[src/rtl/md_hazard_ctrl_pkg.sv]
// md_hazard_ctrl_pkg
// Shared definitions for the multiply/divide hazard controller:
//   - MIPS SPECIAL opcode and the funct codes of the eight HI/LO related
//     instructions (mult, multu, div, divu, mfhi, mthi, mflo, mtlo)
//   - the latched MD operation encoding driven on MdOp
//   - a helper that maps a mult/div funct onto that encoding
package md_hazard_ctrl_pkg;

  localparam logic [5:0] OP_SPECIAL  = 6'b000000;

  localparam logic [5:0] FUNCT_MFHI  = 6'b010000;
  localparam logic [5:0] FUNCT_MTHI  = 6'b010001;
  localparam logic [5:0] FUNCT_MFLO  = 6'b010010;
  localparam logic [5:0] FUNCT_MTLO  = 6'b010011;
  localparam logic [5:0] FUNCT_MULT  = 6'b011000;
  localparam logic [5:0] FUNCT_MULTU = 6'b011001;
  localparam logic [5:0] FUNCT_DIV   = 6'b011010;
  localparam logic [5:0] FUNCT_DIVU  = 6'b011011;

  typedef enum logic [1:0] {
    MD_MULT  = 2'b00,
    MD_MULTU = 2'b01,
    MD_DIV   = 2'b10,
    MD_DIVU  = 2'b11
  } md_op_e;

  // The four mult/div funct codes differ only in their two low bits, which
  // are exactly the MdOp encoding.
  function automatic md_op_e md_op_of(input logic [5:0] funct);
    return md_op_e'(funct[1:0]);
  endfunction

endpackage

[src/rtl/md_hazard_ctrl_decode.sv]
// md_decode
// Combinational classifier for one 32-bit instruction word.
// Ports:
//   instr      in  32  instruction word
//   is_md      out 1   mult/multu/div/divu (launches the MD unit)
//   is_mfhilo  out 1   mfhi or mflo
//   is_mthi    out 1   mthi
//   is_mtlo    out 1   mtlo
//   is_mult    out 1   mult or multu (selects the multiply latency)
module md_decode
  import md_hazard_ctrl_pkg::*;
(
  input  logic [31:0] instr,
  output logic        is_md,
  output logic        is_mfhilo,
  output logic        is_mthi,
  output logic        is_mtlo,
  output logic        is_mult
);

  // Classify the word by SPECIAL opcode plus funct field.
  always_comb begin
    is_md     = 1'b0;
    is_mfhilo = 1'b0;
    is_mthi   = 1'b0;
    is_mtlo   = 1'b0;
    is_mult   = 1'b0;
    if (instr[31:26] == OP_SPECIAL) begin
      case (instr[5:0])
        FUNCT_MULT, FUNCT_MULTU: begin
          is_md   = 1'b1;
          is_mult = 1'b1;
        end
        FUNCT_DIV, FUNCT_DIVU: begin
          is_md = 1'b1;
        end
        FUNCT_MFHI, FUNCT_MFLO: begin
          is_mfhilo = 1'b1;
        end
        FUNCT_MTHI: begin
          is_mthi = 1'b1;
        end
        FUNCT_MTLO: begin
          is_mtlo = 1'b1;
        end
        default: begin
          is_md = 1'b0;
        end
      endcase
    end else begin
      is_md = 1'b0;
    end
  end

endmodule

[src/rtl/md_hazard_ctrl.sv]
// md_hazard_ctrl
// Sequences the multi-cycle multiply/divide unit and HI/LO writes next to a
// 5-stage MIPS pipeline. A mult/div in E launches the unit (Start) when it is
// idle; a 4-bit down-counter tracks the remaining busy cycles, Done/HiLoWE
// pulse in the last one. StallMD holds any HI/LO-related instruction in D
// while the unit is launching or busy.
// Ports:
//   Clk       in  1   pipeline clock, rising edge
//   Reset     in  1   asynchronous active-high reset
//   IRD       in  32  D-stage instruction
//   IRE       in  32  E-stage instruction (zero for a flushed bubble)
//   Start     out 1   launch strobe to the MD datapath (combinational)
//   MdOp      out 2   latched operation (00 mult,01 multu,10 div,11 divu)
//   Busy      out 1   unit executing
//   Done      out 1   last busy cycle
//   HiLoWE    out 1   HI/LO commit at the end of this cycle (= Done)
//   MtHiWE    out 1   mthi write enable from E
//   MtLoWE    out 1   mtlo write enable from E
//   StallMD   out 1   D-stage hazard stall request
//   ProtoErr  out 1   sticky protocol-violation flag
module md_hazard_ctrl
  import md_hazard_ctrl_pkg::*;
#(
  parameter int MULT_CYCLES = 5,
  parameter int DIV_CYCLES  = 10
) (
  input  logic        Clk,
  input  logic        Reset,
  input  logic [31:0] IRD,
  input  logic [31:0] IRE,
  output logic        Start,
  output logic [1:0]  MdOp,
  output logic        Busy,
  output logic        Done,
  output logic        HiLoWE,
  output logic        MtHiWE,
  output logic        MtLoWE,
  output logic        StallMD,
  output logic        ProtoErr
);

  localparam logic [3:0] MULT_CNT = 4'(MULT_CYCLES);
  localparam logic [3:0] DIV_CNT  = 4'(DIV_CYCLES);

  logic [3:0] cnt_q, cnt_d;
  md_op_e     md_op_q, md_op_d;
  logic       proto_err_q, proto_err_d;

  logic is_md_e, is_mfhilo_e, is_mthi_e, is_mtlo_e, is_mult_e;
  logic is_md_d, is_mfhilo_d, is_mthi_d, is_mtlo_d, is_mult_d;
  logic any_md_d_s;
  logic busy_s, start_s, done_s;

  md_decode u_dec_e (
    .instr     (IRE),
    .is_md     (is_md_e),
    .is_mfhilo (is_mfhilo_e),
    .is_mthi   (is_mthi_e),
    .is_mtlo   (is_mtlo_e),
    .is_mult   (is_mult_e)
  );

  md_decode u_dec_d (
    .instr     (IRD),
    .is_md     (is_md_d),
    .is_mfhilo (is_mfhilo_d),
    .is_mthi   (is_mthi_d),
    .is_mtlo   (is_mtlo_d),
    .is_mult   (is_mult_d)
  );

  // The D-stage multiply flag is not needed: any of the eight opcodes stalls.
  assign any_md_d_s = is_md_d | is_mfhilo_d | is_mthi_d | is_mtlo_d | (is_mult_d & 1'b0);

  // Internal status derived from the counter; gated so nothing leaks under reset.
  assign busy_s  = ~Reset & (cnt_q != 4'd0);
  assign done_s  = ~Reset & (cnt_q == 4'd1);
  assign start_s = ~Reset & is_md_e & ~busy_s;

  // Next-state: launch, count down, and latch protocol violations.
  always_comb begin
    cnt_d       = cnt_q;
    md_op_d     = md_op_q;
    proto_err_d = proto_err_q;
    if (start_s) begin
      cnt_d   = is_mult_e ? MULT_CNT : DIV_CNT;
      md_op_d = md_op_of(IRE[5:0]);
    end else if (busy_s) begin
      cnt_d = cnt_q - 4'd1;
    end else begin
      cnt_d = cnt_q;
    end
    // A Done cycle still counts as busy, so an op arriving then is flagged.
    if (busy_s && (is_md_e || is_mthi_e || is_mtlo_e)) begin
      proto_err_d = 1'b1;
    end else begin
      proto_err_d = proto_err_q;
    end
  end

  // State registers with asynchronous reset (aborts any run in flight).
  always_ff @(posedge Clk or posedge Reset) begin
    if (Reset) begin
      cnt_q       <= 4'd0;
      md_op_q     <= MD_MULT;
      proto_err_q <= 1'b0;
    end else begin
      cnt_q       <= cnt_d;
      md_op_q     <= md_op_d;
      proto_err_q <= proto_err_d;
    end
  end

  assign Start    = start_s;
  assign Busy     = busy_s;
  assign Done     = done_s;
  assign HiLoWE   = done_s;
  assign MdOp     = Reset ? 2'b00 : md_op_q;
  assign ProtoErr = ~Reset & proto_err_q;
  assign MtHiWE   = ~Reset & is_mthi_e;
  assign MtLoWE   = ~Reset & is_mtlo_e;
  assign StallMD  = ~Reset & any_md_d_s & (start_s | busy_s);

endmodule

[config.mk]
export PLATFORM = sky130hd
export DESIGN_NAME = md_hazard_ctrl
export DESIGN_NICKNAME = d
export VERILOG_FILES = /design/src/rtl/md_hazard_ctrl_pkg.sv /design/src/rtl/md_hazard_ctrl_decode.sv /design/src/rtl/md_hazard_ctrl.sv
export SDC_FILE = /design/constraint.sdc
export NUM_CORES = 1
export LEC_CHECK = 0
export BUFFER_PORTS_ARGS = -buffer_cell sky130_fd_sc_hd__buf_4
export CELL_PAD_IN_SITES_DETAIL_PLACEMENT = 1
export CELL_PAD_IN_SITES_GLOBAL_PLACEMENT = 1
export CORE_ASPECT_RATIO = 1.75
export CORE_UTILIZATION = 19
export CTS_BUF_LIST = sky130_fd_sc_hd__clkbuf_16
export CTS_CLUSTER_SIZE = 30
export DETAILED_ROUTE_END_ITERATION = 6
export PLACE_DENSITY_LB_ADDON = 0.1
export SLEW_MARGIN = 20
export SYNTH_ARGS = -nofsm -noshare
export SYNTH_HDL_FRONTEND = slang
export SYNTH_HIERARCHICAL = 1
export SYNTH_SLANG_ARGS = --single-unit
[constraint.sdc]
create_clock -name Clk -period 3 [get_ports Clk]
set_clock_uncertainty 0.1 [all_clocks]
set_input_delay 0.75 -clock Clk [delete_from_list [all_inputs] [get_ports Clk]]
set_output_delay 0.75 -clock Clk [all_outputs]
set_load 0.02 [all_outputs]
==> flow_metrics.env, run 1 <==
export IMPL_r2r_end="md_op_q[1]"
export IMPL_switchingPower_w=0.0002247
export IMPL_power_density_mw_per_mm2=578.7
export IMPL_p_total_w=0.0006451
export IMPL_die_x_um=45.98
export IMPL_dr_first_iter_drc_count=17
export IMPL_vias_per_cell=4.646
export IMPL_required_ns=2.15
export IMPL_synth_nets=140
export IMPL_end_kind="output pin"
export IMPL_power_frac_clock_pct=35.4
export IMPL_ant_nets=0
export IMPL_grt_start_max_net_pins=15
export IMPL_final_common_cell="buf_4"
export IMPL_drt_first_pass_iters=3
export IMPL_drt_total_wl_mm=1.961
export IMPL_yosysWarningCount=6
export IMPL_r2r_slack_ns=1.15
export IMPL_fp_row_count=27
export IMPL_area_growth_pct=73.35
export IMPL_slew_viol_final=0
export IMPL_grt_overflow=0
export IMPL_core_area_sq_mm=0.003176
export IMPL_start_util_pct=20.25
export IMPL_p_leak_nw=0.5173
export IMPL_diodes=0
export IMPL_hold_violations=0
export IMPL_drive_above_1_share_pct=53.04
export IMPL_cts_buffers=3
export IMPL_p_int_w=0.0004204
export IMPL_pwr_share_comb_pct=37.1
export IMPL_fin_cells=158
export IMPL_cp_max_fo=4
export IMPL_globalRouteTotalUtil_pct=11.92
export IMPL_syn_inst=72
export IMPL_io_buffers=35
export IMPL_worst_slew_pin_slew_ns=0.4906
export IMPL_syn_cell_area_sq_um=643.1
export IMPL_arrival_ns=2.11
export IMPL_grt_pass1_wl_mm=3.042
export IMPL_die_y_um=78.97
export IMPL_cap_violations=0
export IMPL_status="finished, final reports clean"
export IMPL_startpoint_type="input port"
export IMPL_fmax_ghz=0.3381
export IMPL_syn_area_per_cell_sq_um=8.932
export IMPL_clock_latency_ns=0.23
export IMPL_setup_viol=0
export IMPL_reg2reg_from="cnt_q[0]"
export IMPL_post_drt_wl_per_cell_um=12.41
export IMPL_cts_root_buf="clkbuf_16"
export IMPL_cts_sinks=7
export IMPL_drc=0
export IMPL_sw_frac_of_total_pct=34.83
export IMPL_worstSetupPathType="input port to output pin"
export IMPL_crit_end="Start"
export IMPL_slew_headroom_pct=67.00
export IMPL_cts_hold_buffers=0
export IMPL_clkTransAtPathRegs_ns=0.04
export IMPL_cts_tree="done"
export IMPL_fin_crit_sh_pct=98.59
export IMPL_finalInstanceArea_sq_mm=0.001115
export IMPL_antenna_found_initial=0
export IMPL_power_frac_seq_pct=27.5
export IMPL_min_path_type="flip-flop to flip-flop"
export IMPL_nets=184
export IMPL_ios=76
export IMPL_via_count=734
export IMPL_h_tree_depth=1
export IMPL_die_area_sq_mm=0.003631
export IMPL_irDropWorstVdd_uv=236.6
export IMPL_reg2reg_depth=7
export IMPL_placed_area_sq_um=993.5
export IMPL_grt_pass1_vias=742
export IMPL_period_minus_slack_ns=2.958
export IMPL_dpl_hpwl_mm=1.662
export IMPL_gp_congestion=0.6596
export IMPL_crit_start="IRE[26]"
export IMPL_cts_buffer_depth=2
export IMPL_place_inst=152
export IMPL_rsz0062_at_grt="yes"
export IMPL_final_cell_mix="39 x buf_4, 7 x inv_1, 7 x dfrtp_1"
-- how the worst min path moves through the flow --
stage | from | end | slack [ns] | cells after the start
after floorplan | proto_err_q | proto_err_q | 0.32 | 1
after global placement | proto_err_q | proto_err_q | 0.33 | 1
after detailed placement | proto_err_q | proto_err_q | 0.34 | 1
after CTS | proto_err_q | proto_err_q | 0.34 | 1
after global routing | proto_err_q | proto_err_q | 0.35 | 1
final | proto_err_q | proto_err_q | 0.34 | 1
-- cell type report --
type | instances | area, sq um
fillers | 405 | 2061
multi-input cells | 56 | 465.4
repair buffers | 41 | 315.3
flip-flops and latches | 7 | 175.2
clock buffers | 3 | 75.07
well taps | 43 | 53.80
inverters | 7 | 26.28
clock inverters | 1 | 3.754
-- power groups by stage --
| stage | clock, W | combinational [W] | sequential (W) |
|---|---|---|---|
| after global routing | 0.000240 | 0.000270 | 0.000186 |
| after detailed placement | 0 | 0.000236 | 0.000179 |
| final | 0.000228 | 0.000239 | 0.000178 |
| after floorplan | 0 | 0.000164 | 0.000164 |
| after CTS | 0.000233 | 0.000238 | 0.000178 |
| after global placement | 0 | 0.000230 | 0.000178 |
-- flip-flops by register name, indices dropped and copies added, names as in the netlist --
register     cells
md_op_q          2
cnt_q            4
proto_err_q      1
-- metal layers --
metal / vias up / part of all wire (%) / wire [um] / GRT usage, %
met5: - / 0 / 0 / 0
met4: 0 / 3.4 / 66 / 8.824
met3: 5 / 6.7 / 131 / 2.045
met2: 34 / 58 / 1140 / 22.25
met1: 343 / 32 / 623 / 10.13
li1: 352 / - / - / -
-- timing repair --
| action | 4_1_cts | 5_1_grt |
|---|---|---|
| buffers inserted | 0 | 2 |
| resized for setup | 0 | 6 |
| pin swaps | 1 | 2 |
| endpoints found under the setup margin | 1 | 3 |
-- per-stage QoR --
| stage | hold WS, ns | setup WS [ns] | TNS (ns) | utilization [%] |
|---|---|---|---|---|
| after floorplan | 0.3202 | 0.04361 | 0 | - |
| after global placement | 0.3334 | -0.002157 | -0.002157 | 31.28 |
| after detailed placement | 0.3363 | -0.03882 | -0.03882 | 31.28 |
| after CTS | 0.3444 | 0.001668 | 0 | 33.77 |
| after global routing | 0.3507 | -0.02824 | -0.04391 | 35.11 |
| final | 0.3419 | 0.04230 | 0 | 35.11 |
-- worst max-delay path: stages --
cell,delay (ns)
buf_4,0.11
or4_4,0.55
nor4_4,0.29
buf_4,0.19
nand3_4,0.06
inv_2,0.06
buf_6,0.10
Note: power is estimated with default switching activity, not from simulation.
==> run 2: changes to the inputs <==
--- a/config.mk
+++ b/config.mk
@@ -9,6 +9,7 @@
 export CELL_PAD_IN_SITES_DETAIL_PLACEMENT = 1
 export CELL_PAD_IN_SITES_GLOBAL_PLACEMENT = 1
 export CORE_ASPECT_RATIO = 1.75
+export CORE_MARGIN = 3
 export CORE_UTILIZATION = 19
 export CTS_BUF_LIST = sky130_fd_sc_hd__clkbuf_16
 export CTS_CLUSTER_SIZE = 30
==> run 2 against run 1 <==
Compared with the run above: die area is 14% higher; non-clock buffer count grew 5; fmax increased by 1.7%; worst setup slack improved by 0.050 ns; first-iteration DRC count shrank 18%; sequential cell count unchanged; utilization rose by 0.84 points; routed wire length rose by 9.7%; final cell count up 3.2%; sequential share of layout area decreased by 0.53 points; sequential power is essentially flat; critical path type unchanged; highest routed layer unchanged.
==> flow_metrics.env, run 2 (synthesized netlist as in run 1, its figures left out) <==
export IMPL_reg2reg_depth=12
export IMPL_clock_latency_ns=0.24
export IMPL_r2r_slack_ns=0.73
export IMPL_min_path_type="flip-flop to flip-flop"
export IMPL_cts_sinks=7
export IMPL_gp_congestion=0.6330
export IMPL_p_int_w=0.0004441
export IMPL_crit_start="IRD[27]"
export IMPL_die_x_um=49.98
export IMPL_fmax_ghz=0.3440
export IMPL_cts_buffers=3
export IMPL_largest_reg_flops=4
export IMPL_clkTransAtPathRegs_ns=0.04
export IMPL_multi_input_area_sq_um=466.7
export IMPL_required_ns=2.15
export IMPL_sw_frac_of_total_pct=34.29
export IMPL_post_drt_wl_per_cell_um=13.20
export IMPL_start_util_pct=20.04
export IMPL_antenna_found_initial=0
export IMPL_worstSetupPathType="input port to output pin"
export IMPL_slew_headroom_pct=68.63
export IMPL_ios=76
export IMPL_holdPathEnd="proto_err_q"
export IMPL_drive_above_1_share_pct=55.00
export IMPL_power_frac_clock_pct=34.3
export IMPL_switchingPower_w=0.0002317
export IMPL_fin_cells=163
export IMPL_drc=0
export IMPL_arrival_ns=2.06
export IMPL_cts_buffer_depth=2
export IMPL_io_buffers=35
export IMPL_setup_slack_ns=0.09271
export IMPL_end_kind="output pin"
export IMPL_finalSetupTns_ns=0
export IMPL_grt_start_max_net_pins=15
export IMPL_slew_viol_final=0
export IMPL_via_count=740
export IMPL_cp_max_fo=4
export IMPL_h_tree_depth=1
export IMPL_dr_first_iter_drc_count=14
export IMPL_pwr_share_comb_pct=39.5
export IMPL_power_frac_seq_pct=26.3
export IMPL_vias_per_cell=4.540
export IMPL_cts_tree="done"
export IMPL_die_y_um=82.97
export IMPL_cap_violations=0
export IMPL_reg_top3="cnt_q (4), md_op_q (2), proto_err_q (1)"
export IMPL_place_inst=152
export IMPL_area_growth_pct=79.38
export IMPL_cts_root_buf="clkbuf_16"
export IMPL_r2r_end="cnt_q[1]"
export IMPL_fillCellCount=389
export IMPL_setup_viol=0
export IMPL_rsz0062_at_grt="yes"
export IMPL_worst_slew_pin_slew_ns=0.4663
export IMPL_dpl_hpwl_mm=1.761
export IMPL_fp_row_count=27
export IMPL_pre_cts_ws_ns=-0.008332
export IMPL_die_area_sq_mm=0.004147
export IMPL_period_minus_slack_ns=2.907
export IMPL_fin_crit_sh_pct=96.91
export IMPL_p_leak_nw=0.5448
export IMPL_irDropWorstVdd_uv=243.9
export IMPL_status="finished, final reports clean"
export IMPL_nets=189
export IMPL_core_area_sq_mm=0.003209
export IMPL_hold_path_startpoint="proto_err_q"
export IMPL_holdPathStages=1
export IMPL_diodes=0
export IMPL_seq_area_sq_um=175.2
export IMPL_reg2reg_from="cnt_q[0]"
export IMPL_globalRouteTotalUtil_pct=12.30
export IMPL_drt_total_wl_mm=2.152
export IMPL_final_cell_mix="44 x buf_4, 8 x inv_1, 7 x dfrtp_1"
export IMPL_grt_overflow=0
export IMPL_grt_pass1_vias=880
export IMPL_final_common_cell="buf_4"
export IMPL_grt_pass1_wl_mm=3.912
export IMPL_startpoint_type="input port"
export IMPL_drt_first_pass_iters=2
export IMPL_power_density_mw_per_mm2=585.8
export IMPL_ant_nets=0
export IMPL_hold_violations=0
export IMPL_top_register="cnt_q"
-- run 2: timing repair --
item | 4_1_cts | 5_1_grt
pin swaps | 4 | 1
resized for setup | 2 | 4
setup buffers | 7 | 0
hold buffers | 0 | 0
endpoints found under the setup margin | 1 | 5
-- run 2: stage by stage --
step	total power [W]	utilization (%)	hold WS, ns	instance area (sq um)
after CTS	0.0006785	35.28	0.3683	1132
after global placement	0.0004125	30.96	0.3327	993.5
after floorplan	0.0003280	-	0.3202	658.1
after global routing	0.0007271	35.95	0.3891	1154
after detailed placement	0.0004156	30.96	0.3602	993.5
final	0.0006758	35.95	0.3543	1154
-- run 2: area by class of cell --
class,instances,area share (%)
Clock inverter,1,0.3254
Sequential cell,7,15.18
Clock buffer,3,6.508
Inverter,7,2.278
Multi-Input combinational cell,56,40.46
Timing Repair Buffer,46,30.59
Tap cell,43,4.664
-- run 2: worst max-delay path by stage --
stage                         end  slack (ns)
after floorplan           StallMD        0.04
after global placement    StallMD      -0.009
after detailed placement  StallMD      -0.008
after CTS                 StallMD       -0.01
after global routing      StallMD       -0.02
final                     StallMD        0.09
-- run 2: worst max-delay path, cell delays in order --
cell,delay [ns]
buf_4,0.11
or4_4,0.56
nor4_1,0.30
nor4_1,0.08
nor2_1,0.12
buf_4,0.15
-- run 2: power groups by stage --
stage	Combinational, W	Clock [W]	Sequential [W]
after global routing	0.000302	0.000241	0.000184
after floorplan	0.000164	0	0.000164
after global placement	0.000232	0	0.000180
final	0.000267	0.000231	0.000177
after CTS	0.000266	0.000236	0.000177
after detailed placement	0.000237	0	0.000178
-- run 2: metal layers --
metal | part of all wire [%] | GRT usage (%) | up-vias
met5 | 0 | 0 | -
met3 | 6.7 | 3.770 | 5
met1 | 31 | 10.36 | 346
li1 | - | - | 363
met2 | 60 | 23.69 | 26
met4 | 2.5 | 6.801 | 0
==> run 3: changes to the inputs <==
--- a/config.mk
+++ b/config.mk
@@ -15,6 +15,7 @@
 export CTS_CLUSTER_SIZE = 30
 export DETAILED_ROUTE_END_ITERATION = 6
 export PLACE_DENSITY_LB_ADDON = 0.1
+export RECOVER_POWER = 100
 export SLEW_MARGIN = 20
 export SYNTH_ARGS = -nofsm -noshare
 export SYNTH_HDL_FRONTEND = slang
==> run 3 against run 2 <==
Compared with the run above: global-route usage did not move; combinational power is 5% lower; critical path depth did not move; first-iteration DRC count down 29%; clock power is essentially flat; worst hold slack about the same; sequential power about the same; fmax barely moved; count of clock-buffer cells in the layout unchanged; critical endpoint unchanged; sequential cell count stayed put; via count is 0.14% lower.
==> flow_metrics.env, run 3 (synthesized netlist as in run 1, its figures left out) <==
export IMPL_grt_start_max_net_pins=15
export IMPL_ios=76
export IMPL_dr_first_iter_drc_count=10
export IMPL_final_cell_mix="31 x buf_4, 9 x clkbuf_1, 8 x inv_1"
export IMPL_clkTransAtPathRegs_ns=0.04
export IMPL_slowest_delay_ns=0.56
export IMPL_min_path_type="flip-flop to flip-flop"
export IMPL_power_density_mw_per_mm2=598.5
export IMPL_setup_slack_ns=0.09270
export IMPL_cts_tree="done"
export IMPL_clock_latency_ns=0.24
export IMPL_arrival_ns=2.06
export IMPL_worst_slew_pin_slew_ns=0.6333
export IMPL_final_common_cell="buf_4"
export IMPL_gp_congestion=0.6330
export IMPL_cts_sinks=7
export IMPL_antenna_found_initial=0
export IMPL_via_count=739
export IMPL_grt_pass1_vias=880
export IMPL_cts_root_buf="clkbuf_16"
export IMPL_required_ns=2.15
export IMPL_start_util_pct=20.04
export IMPL_fin_util_pct=34.58
export IMPL_cts_hold_buffers=0
export IMPL_cts_buffer_depth=2
export IMPL_startpoint_type="input port"
export IMPL_drc=0
export IMPL_grt_overflow=0
export IMPL_slew_headroom_pct=57.78
export IMPL_rsz0062_at_grt="yes"
export IMPL_h_tree_depth=1
export IMPL_ant_nets=0
export IMPL_area_growth_pct=72.57
export IMPL_status="finished, final reports clean"
export IMPL_reg_top3="cnt_q (4), md_op_q (2), proto_err_q (1)"
export IMPL_setup_viol=0
export IMPL_fmax_ghz=0.3440
export IMPL_drt_total_wl_mm=2.161
export IMPL_pre_cts_ws_ns=-0.008332
export IMPL_die_area_sq_mm=0.004147
export IMPL_end_kind="output pin"
export IMPL_grt_pass1_wl_mm=3.912
export IMPL_period_minus_slack_ns=2.907
export IMPL_post_drt_wl_per_cell_um=13.26
export IMPL_die_y_um=82.97
export IMPL_irDropWorstVdd_uv=243.7
export IMPL_path_cells="buf_4 > or4_4 > nor4_1 > nor4_1 > nor2_1 > buf_4"
export IMPL_io_buffers=35
export IMPL_fp_row_count=27
export IMPL_dpl_hpwl_mm=1.761
export IMPL_globalRouteTotalUtil_pct=12.30
export IMPL_largest_reg_flops=4
export IMPL_core_area_sq_mm=0.003209
export IMPL_worstSetupPathType="input port to output pin"
export IMPL_hold_violations=0
export IMPL_nets=189
export IMPL_cp_max_fo=4
export IMPL_drt_first_pass_iters=2
export IMPL_die_x_um=49.98
export IMPL_vias_per_cell=4.534
export IMPL_top_register="cnt_q"
export IMPL_fin_crit_sh_pct=96.91
export IMPL_diodes=0
export IMPL_cap_violations=0
export IMPL_drive_above_1_share_pct=46.67
export IMPL_critical_path_slowest_cell="or4_4"
export IMPL_slew_viol_final=0
export IMPL_cts_buffers=3
export IMPL_p_leak_nw=0.5078
-- run 3: cell count changes in the layout (fill, tap and decap cells not counted) --
cell / change
clkbuf_4: +2
o21ai_1: -1
buf_4: -13
nand3_2: -1
clkbuf_1: +9
clkbuf_2: +2
o21ai_0: +1
nand3_1: +1
-- run 3: layer usage --
metal,vias to the layer above,wire (um),GRT usage (%),share of wire (%)
li1,361,-,-,-
met1,347,659,10.36,30
met2,26,1297,23.69,60
met3,5,150,3.770,6.9
met4,0,53,6.801,2.5
met5,-,0,0,0
-- run 3: worst max-delay path: cells and delay by family --
| family | cells | cell delay [ns] |
|---|---|---|
| buf+inv | 2 | 0.26 |
| simple gates | 4 | 1.06 |
-- run 3: final cells by class --
| type | count | area [sq um] |
|---|---|---|
| clock inverters | 1 | 3.754 |
| multi-input cells | 56 | 461.7 |
| well taps | 43 | 53.80 |
| inverters | 7 | 26.28 |
| fillers | 392 | 2100 |
| repair buffers | 46 | 314.1 |
| clock buffers | 3 | 75.07 |
| flip-flops and latches | 7 | 175.2 |
-- run 3: worst paths after layout --
| check | depth (start not counted) | to | from | slack (ns) |
|---|---|---|---|---|
| setup reg to reg | 12 | cnt_q[1] | cnt_q[0] | 0.72 |
| max in group asynchronous | 3 | md_op_q[0] | Reset | 1.60 |
| min in group asynchronous | 3 | cnt_q[3] | Reset | 0.85 |
| hold / removal | 1 | proto_err_q | proto_err_q | 0.35 |
| hold reg to reg | 1 | proto_err_q | proto_err_q | 0.35 |
| setup / recovery | 6 | StallMD | IRD[27] | 0.09 |
-- run 3: repair_timing --
item / in CTS / in global routing
pin swaps: 4 / 1
setup buffers: 7 / 0
resized for setup: 2 / 4
setup endpoints to repair: 1 / 5
-- run 3: metrics by stage --
stage	setup TNS, ns	cells	instance area, sq um	hold slack, ns	total power (W)
final	0	163	1110	0.3542	0.0006643
after floorplan	0	72	658.1	0.3202	0.0003280
after CTS	-0.01247	163	1132	0.3683	0.0006785
after global placement	-0.009423	152	993.5	0.3327	0.0004125
after detailed placement	-0.008332	152	993.5	0.3602	0.0004156
after global routing	-0.03023	163	1110	0.3891	0.0007141
-- run 3: power breakdown --
group          switching [W]  total (W)  internal (W)
Sequential         0.0000553   0.000177      0.000122
Clock              0.0000588   0.000233      0.000174
Combinational       0.000116   0.000254      0.000138
Total               0.000230   0.000664      0.000434
